<file path="src/rtl/alu_result_stage_if.sv">
// Handshake bundle between the ALU, alu_result_stage and its consumer.
// ALU_RESULT_STAGE_PARITY_EN adds the out_parity signal.
interface alu_result_stage_if #(
  parameter int WIDTH = 16
);
  logic             in_valid;
  logic             in_ready;
  logic [WIDTH-1:0] in_result;
  logic             in_c_out;
  logic             in_a_msb;
  logic             in_b_msb;
  logic [2:0]       in_aluop;
  logic             out_valid;
  logic             out_ready;
  logic [WIDTH-1:0] out_result;
  logic [3:0]       out_flags;
  logic             sticky_v;
  logic             sticky_clr;
`ifdef ALU_RESULT_STAGE_PARITY_EN
  logic             out_parity;
`endif

  modport master (
    output in_valid, in_result, in_c_out, in_a_msb, in_b_msb, in_aluop,
    output out_ready, sticky_clr,
    input  in_ready, out_valid, out_result, out_flags, sticky_v
`ifdef ALU_RESULT_STAGE_PARITY_EN
    , input out_parity
`endif
  );

  modport slave (
    input  in_valid, in_result, in_c_out, in_a_msb, in_b_msb, in_aluop,
    input  out_ready, sticky_clr,
    output in_ready, out_valid, out_result, out_flags, sticky_v
`ifdef ALU_RESULT_STAGE_PARITY_EN
    , output out_parity
`endif
  );
endinterface

</file>
<file path="src/rtl/alu_result_stage.sv">
// ALU result/flag register with a 2-entry skid buffer: latency 1, in_ready driven from a flop,
// back-pressure parks one entry in the skid register. ALU_RESULT_STAGE_PARITY_EN adds out_parity.
module alu_result_stage #(
  parameter int         WIDTH  = 16,
  parameter logic [2:0] ADD_OP = 3'b010,
  parameter logic [2:0] SUB_OP = 3'b110
) (
  input logic               clk,
  input logic               rst_n,
  alu_result_stage_if.slave bus
);
  localparam logic [1:0] EMPTY = 2'd0;
  localparam logic [1:0] ONE   = 2'd1;
  localparam logic [1:0] TWO   = 2'd2;

  typedef struct packed {
    logic [WIDTH-1:0] result;
    logic [3:0]       flags;
`ifdef ALU_RESULT_STAGE_PARITY_EN
    logic             parity;
`endif
  } entry_t;

  logic [1:0] state_q, state_d;
  entry_t     main_q, main_d;
  entry_t     skid_q, skid_d;
  entry_t     new_entry;
  logic       in_ready_q;
  logic       sticky_q, sticky_d;
  logic       is_add, is_sub, r_msb, v_flag;
  logic       accept, xfer;

  // Flags are frozen with the entry at acceptance, so a stalled entry keeps its own flags.
  always_comb begin
    new_entry        = '0;
    is_add           = (bus.in_aluop == ADD_OP);
    is_sub           = (bus.in_aluop == SUB_OP);
    r_msb            = bus.in_result[WIDTH-1];
    v_flag           = (is_add & (bus.in_a_msb == bus.in_b_msb) & (r_msb != bus.in_a_msb)) |
                       (is_sub & (bus.in_a_msb != bus.in_b_msb) & (r_msb != bus.in_a_msb));
    new_entry.result = bus.in_result;
    new_entry.flags  = {r_msb, (bus.in_result == '0), (is_add | is_sub) & bus.in_c_out, v_flag};
`ifdef ALU_RESULT_STAGE_PARITY_EN
    new_entry.parity = ^bus.in_result;
`endif
  end

  assign accept = bus.in_valid & in_ready_q;
  assign xfer   = (state_q != EMPTY) & bus.out_ready;

  always_comb begin
    state_d = state_q;
    main_d  = main_q;
    skid_d  = skid_q;
    case (state_q)
      EMPTY: begin
        if (accept) begin
          main_d  = new_entry;
          state_d = ONE;
        end
      end
      ONE: begin
        if (accept && xfer) begin
          main_d = new_entry;
        end else if (accept) begin
          skid_d  = new_entry;
          state_d = TWO;
        end else if (xfer) begin
          state_d = EMPTY;
        end
      end
      TWO: begin
        if (xfer) begin
          main_d  = skid_q;
          state_d = ONE;
        end
      end
      default: state_d = EMPTY;
    endcase
  end

  // Set has priority over a same-cycle clear.
  assign sticky_d = (accept & new_entry.flags[0]) | (sticky_q & ~bus.sticky_clr);

  always_ff @(posedge clk or negedge rst_n) begin
    if (!rst_n) begin
      state_q    <= EMPTY;
      main_q     <= '0;
      skid_q     <= '0;
      in_ready_q <= 1'b1;
      sticky_q   <= 1'b0;
    end else begin
      state_q    <= state_d;
      main_q     <= main_d;
      skid_q     <= skid_d;
      in_ready_q <= (state_d != TWO);
      sticky_q   <= sticky_d;
    end
  end

  assign bus.in_ready   = in_ready_q;
  assign bus.out_valid  = (state_q != EMPTY);
  assign bus.out_result = main_q.result;
  assign bus.out_flags  = main_q.flags;
  assign bus.sticky_v   = sticky_q;
`ifdef ALU_RESULT_STAGE_PARITY_EN
  assign bus.out_parity = main_q.parity;
`endif
endmodule

</file>
<file path="src/flat_wrapper.sv">
// flat-port wrapper written by rule: the top's interface ports become plain ports
module alu_result_stage_flat 
#(
  parameter int         WIDTH  = 16,
  parameter logic [2:0] ADD_OP = 3'b010,
  parameter logic [2:0] SUB_OP = 3'b110
)
  (clk, rst_n, bus_in_valid, bus_in_result, bus_in_c_out, bus_in_a_msb, bus_in_b_msb, bus_in_aluop, bus_out_ready, bus_sticky_clr, bus_in_ready, bus_out_valid, bus_out_result, bus_out_flags, bus_sticky_v);
  alu_result_stage_if #(.WIDTH(WIDTH)) bus_i ();
  input logic clk;
  input logic rst_n;
  input wire logic [$bits(bus_i.in_valid)-1:0] bus_in_valid;
  input wire logic [$bits(bus_i.in_result)-1:0] bus_in_result;
  input wire logic [$bits(bus_i.in_c_out)-1:0] bus_in_c_out;
  input wire logic [$bits(bus_i.in_a_msb)-1:0] bus_in_a_msb;
  input wire logic [$bits(bus_i.in_b_msb)-1:0] bus_in_b_msb;
  input wire logic [$bits(bus_i.in_aluop)-1:0] bus_in_aluop;
  input wire logic [$bits(bus_i.out_ready)-1:0] bus_out_ready;
  input wire logic [$bits(bus_i.sticky_clr)-1:0] bus_sticky_clr;
  output wire logic [$bits(bus_i.in_ready)-1:0] bus_in_ready;
  output wire logic [$bits(bus_i.out_valid)-1:0] bus_out_valid;
  output wire logic [$bits(bus_i.out_result)-1:0] bus_out_result;
  output wire logic [$bits(bus_i.out_flags)-1:0] bus_out_flags;
  output wire logic [$bits(bus_i.sticky_v)-1:0] bus_sticky_v;
  assign bus_i.in_valid = bus_in_valid;
  assign bus_i.in_result = bus_in_result;
  assign bus_i.in_c_out = bus_in_c_out;
  assign bus_i.in_a_msb = bus_in_a_msb;
  assign bus_i.in_b_msb = bus_in_b_msb;
  assign bus_i.in_aluop = bus_in_aluop;
  assign bus_i.out_ready = bus_out_ready;
  assign bus_i.sticky_clr = bus_sticky_clr;
  assign bus_in_ready = bus_i.in_ready;
  assign bus_out_valid = bus_i.out_valid;
  assign bus_out_result = bus_i.out_result;
  assign bus_out_flags = bus_i.out_flags;
  assign bus_sticky_v = bus_i.sticky_v;
  alu_result_stage #(.WIDTH(WIDTH), .ADD_OP(ADD_OP), .SUB_OP(SUB_OP)) u_core (.clk(clk), .rst_n(rst_n), .bus(bus_i));
endmodule
</file>
<file path="config.mk">
export PLATFORM = sky130hd
export DESIGN_NAME = alu_result_stage_flat
export DESIGN_NICKNAME = d
export VERILOG_FILES = /design/src/rtl/alu_result_stage_if.sv /design/src/rtl/alu_result_stage.sv /design/src/flat_wrapper.sv
export SDC_FILE = /design/constraint.sdc
export NUM_CORES = 1
export LEC_CHECK = 0
export CORE_UTILIZATION = 48
export DETAILED_ROUTE_END_ITERATION = 6
export PLACE_DENSITY = 0.79
export SLEW_MARGIN = 10
export SYNTH_ARGS = -nofsm -noshare
export SYNTH_HDL_FRONTEND = slang
export SYNTH_SLANG_ARGS = --single-unit
</file>
<file path="constraint.sdc">
create_clock -name clk -period 1.9 [get_ports clk]
set_clock_uncertainty 0.15 [all_clocks]
set_input_delay 0.19 -clock clk [delete_from_list [all_inputs] [get_ports clk]]
set_output_delay 0.19 -clock clk [all_outputs]
set_load 0.1 [all_outputs]
</file>
# --- Yosys cells after proc, flatten, opt, wreduce, memory -nomap -nowiden ---
# Index checks and enable logic that the tools add are counted.
# Widths: inputs -> output; s select.
word_totals:
  regBits: 44
  word_cells: 49
  out_inout_bits: 23
classes:
  n_reduce_logical: 7
  n_mux: 10
  n_eq_ne: 11
  bitwise: 14
ops:
  columns: ["op", "n"]
  rows:
  - ["$mux 20", 3]
  - ["$pmux 20 s3", 1]
  - ["$logic_not 16->1", 1]
  - ["$mux 2", 5]
  - ["$and 1x1->1", 9]
  - ["$ne 2x1->1 const B", 3]
  - ["$pmux 2 s3", 1]
  - ["$reduce_and 4->1", 1]
  - ["$eq 3x2->1 const B", 1]
  - ["$eq 3x3->1 const B", 1]
  - ["$or 1x1->1", 3]
  - ["$reduce_and 3->1", 1]
  - ["$reduce_bool 3->1", 1]
  - ["$eq 2x1->1 const B", 1]
  - ["$eq 2x2->1 const B", 1]
  - ["$logic_not 2->1", 1]
  - ["$ne 1x1->1", 2]
  - ["$ne 2x2->1 const B", 1]
  - ["$not 1->1", 2]
  - ["$reduce_bool 2->1", 1]
  - ["$eq 1x1->1", 1]
  - ["$logic_and 1x1->1", 1]

# --- Longest topological paths before layout ---
depth:
  depth_word: 7
  ltp_mapped: 6
  ltp_nobuf: 4

# --- Worst setup path before layout ---
# Ideal clock, no wire load.
synth_timing:
  kind: "reg-to-reg"
  startpoint: "register u_core.in_ready_q, in the netlist u_core.bus.in_ready"
  endpoint: "register u_core.main_q (netlist bit u_core.bus.out_flags[1])"
  t_required_ps: 1668
  path_buffers: 2
  path_stages_with_launch: 7
  arrival_time_ps: 1794
  synth_period_minus_slack_ps: 2026
  path_slack_ps: -126
  cell_sequence: "dfstp_2 nand2_1 o31ai_4 buf_6 buf_6 nor2_1 a31oi_1"
synth_between:
  elab_chain_len: 4
synth_lines:
  columns: ["element", "line", "rtl"]
  rows:
  - ["start, declared", "alu_result_stage.sv:28", "logic in_ready_q;"]
  - ["start signal, assigned", "alu_result_stage.sv:96", "in_ready_q <= (state_d != TWO);"]
  - ["$and 1x1->1 (*)", "alu_result_stage.sv:48", "assign accept = bus.in_valid & in_ready_q;"]
  - ["$logic_and 1x1->1", "alu_result_stage.sv:63", "if (accept && xfer) begin"]
  - ["$ne 2x1->1 (no line)", null, null]
  - ["$reduce_and 4->1 (no line) (*)", null, null]
  - ["end signal, assigned", "alu_result_stage.sv:94", "main_q <= main_d;"]
  - ["end, declared", "alu_result_stage.sv:25", "entry_t main_q, main_d;"]
# Mark *: on every way between the ends. The rest lies on a longest branch, timed or not.
# A chain may end at the register's enable or synchronous reset.

# --- Worst setup path after layout ---
layout_timing:
  startpoint: "register u_core.in_ready_q, in the netlist u_core.bus.in_ready"
  endpoint: "register u_core.main_q (netlist bit u_core.bus.out_flags[2])"
# Same word-level chain as after synthesis.

==> flow_summary_export.csv <==
group,metric,value,unit
status,status,"finished, final reports clean",
cts,clk_transition_reported_paths,70,ps
routing,vias,1622,
die,fp.dieW,64.9,µm
sta,worst-slew-pin-transition,525,ps
global_routing,global_route_wire_length_before_repair,6.78,mm
routing,antenna_left,0,
synthesis,synth.area.top_cells,"sky130_fd_sc_hd__dfrtp_1 (54%), sky130_fd_sc_hd__nand2_1 (18%), sky130_fd_sc_hd__a31oi_1 (5.6%), sky130_fd_sc_hd__nor2_1 (3.4%), sky130_fd_sc_hd__buf_6 (2.4%)",
worst_setup_path,timing.critical_path.to_type,"flop",
cts,cts_inserted_buffers,5,
layout,n_diodes,0,
worst_setup_path,slowest_delay,640,ps
synthesis,yosysSeqAreaShare,55.5,%
sta,grt_setup_unrepaired,"no",
synthesis,yosys_top_cell_area_share,54.1,%
cts,worst_skew_pair.late_latency,290,ps
worst_setup_path,cpMaxStageDelayCell,"sky130_fd_sc_hd__dfstp_4",
global_routing,grt_overflow_total,0,
placement,dp_hpwl,2.95,mm
synthesis,synthesis.area_per_instance,8.99,µm²
cts,cts_tree,"yes",
sta,final_min_period_over_clock_period,92.2,%
routing,drc,0,
layout,area_growth,32.3,%
cts,cts-resized-gates,0,
layout,layout.core_utilization,67.5,%
global_routing,first_global_vias,1512,
die,core_area,0.00372,mm²
worst_setup_path,arrival,1790,ps
placement,count_of_input_and_output_buffers,49,
die,overall_die_area,0.00421,mm²
routing,detailedRoute.firstIterationViolations,117,
cts,numClockSinks,42,
sta,timing.max_slew.rel_slack,65.0,%
routing,drt-total-wl,3.98,mm
sta,timing_hold_violations_final,0,
layout,final_layout_size_suffix_gt1_share,16.3,%
synthesis,synth.yosys.warnings,0,
synthesis,cell_accounting_for_the_most_synthesized_area,"sky130_fd_sc_hd__dfrtp_1",
worst_setup_path,worstPathBufferInverterCount,1,
synthesis,mappedNetlistNets,238,
worst_setup_path,timing_worst_setup_path_type,"reg2reg",
synthesis,post_synth_inst_count,211,
sta,hold_slack,321,ps
worst_setup_path,timing.critical_path.fanout_max,38,
job,drv_cap,0,
sta,timing_max_transition_violations_final,0,
synthesis,netlist_area_before_placement,0.00190,mm²
worst_setup_path,start_kind,"flop",
worst_setup_path,critical_path.top_delay_family,"flip-flops",
cts,cts_max_path_buffers,2,
cts,clock-root-buffer,"sky130_fd_sc_hd__clkbuf_8",
synthesis,yosysMostFrequentCell,"sky130_fd_sc_hd__nand2_1",
synthesis,ys_top_cells_by_count,"sky130_fd_sc_hd__nand2_1 (90), sky130_fd_sc_hd__dfrtp_1 (41), sky130_fd_sc_hd__a31oi_1 (17), sky130_fd_sc_hd__nor2_1 (17), sky130_fd_sc_hd__buf_2 (8)",
layout,nets,290,
synthesis,synth-edff-count,0,
sta,finalCriticalPeriod,1750,ps
routing,firstDrtPassIters,4,
cts,htreeDepth,2,
synthesis,ys_async_sr_fraction,100,%
die,die_y,64.9,µm
die,core.rowCount,22,
sta,max_freq,571,MHz
global_routing,antenna_found_initial,0,
routing,post_drt_via_cell_ratio,5.20,
hold_path,hold_class,"in2reg",
sta,setup_viol,0,
global_routing,grt_max_degree,43,
routing,detail_route.wl_per_cell,12.8,µm
worst_setup_path,crit_required,1940,ps
die,initial_core_util,51.0,%
worst_setup_path,worstPathCellList,"nand2_1 > o31ai_4 > buf_12 > o211ai_1 > o21a_1",
synthesis,postSynth.topFlopCell,"sky130_fd_sc_hd__dfrtp_1",
synthesis,yosys_reg_bits,42,
die,io_pins,50,
synthesis,synthDistinctLibCells,29,
placement,routability_congestion_estimate_from_global_placement,0.741,
global_routing,gr-usage-all-layers,21.2,%
sta,fin_tns_setup,0,ps
-- state kept, by name (all words and copies together) (netlist names) --
signal / flops
u_core.skid_q: 19
u_core.bus.out_result: 16
u_core.bus.out_flags: 3
u_core.state_q: 2
u_core.bus.in_ready: 1
u_core.bus.sticky_v: 1
-- logic make-up (layout without fill, tap and decap cells) --
logic type | count (synthesis) | in the layout | synth area share (%)
AOI/OAI and AO/OA | 28 | 28 | 10.2
DFF | 42 | 42 | 55.5
muxes | 2 | 2 | 1.06
buffers and inverters | 15 | 68 | 5.28
xor gates and xnor gates | 1 | 1 | 0.462
and+or+nand+nor | 123 | 123 | 27.6
-- layer usage --
layer  up-vias  track usage, %  share of wire (%)
met5         -               0                  0
met1       776            25.5                 45
met4         0            5.83                  0
li1        804               -                  -
met2        42            36.7                 50
met3         0            6.16                5.1
-- layout by cell type, fill, tap and decap left out, types with 3 or more instances in the layout --
cell and n:
sky130_fd_sc_hd__nand2_1 90, sky130_fd_sc_hd__dfrtp_1 41, sky130_fd_sc_hd__buf_4 28, sky130_fd_sc_hd__clkdlybuf4s50_1 25, sky130_fd_sc_hd__nor2_1 17, sky130_fd_sc_hd__a31oi_1 17, sky130_fd_sc_hd__clkbuf_8 5, sky130_fd_sc_hd__nor4_1 4
sky130_fd_sc_hd__buf_12 3
-- through the flow --
stage	setup WS (ps)	instance area, µm²	std cells
6_report	149	2510	312
3_3_place_gp	125	2390	303
3_5_place_dp	97.2	2390	303
2_1_floorplan	5.74	1900	211
4_1_cts	135	2510	312
5_1_grt	60.7	2510	312
-- final timing paths --
path,to,slack [ps],startpoint,cells past startpoint
worst min-delay path,u_core.bus.sticky_v,320,bus_sticky_clr,2
worst max-delay path,u_core.bus.out_flags[2],150,u_core.bus.in_ready,5
min in group asynchronous,u_core.state_q[0],340,rst_n,3
worst max register to register,u_core.bus.out_flags[2],150,u_core.bus.in_ready,5
worst min register to register,u_core.skid_q[18],330,u_core.skid_q[18],2
max in group asynchronous,u_core.bus.in_ready,890,rst_n,3
-- area by class of cell --
type	count	area (µm²)
fill	321	1210
sequential	42	1060
multi-input combinational	154	744
timing repair buffer	58	536
clock buffer	7	76.3
tap	48	60.1
clock inverter	1	30.0
inverter	2	7.51
-- what timing repair did --
action | 4_1_cts | 5_1_grt
hold buffers | 1 | 0
setup buffers | 0 | 0
endpoints found under the hold margin | 41 | 0
Power is left out: the tool's default activity adds up to more than one toggle a clock period on the data nets, which glitch-free logic cannot reach.
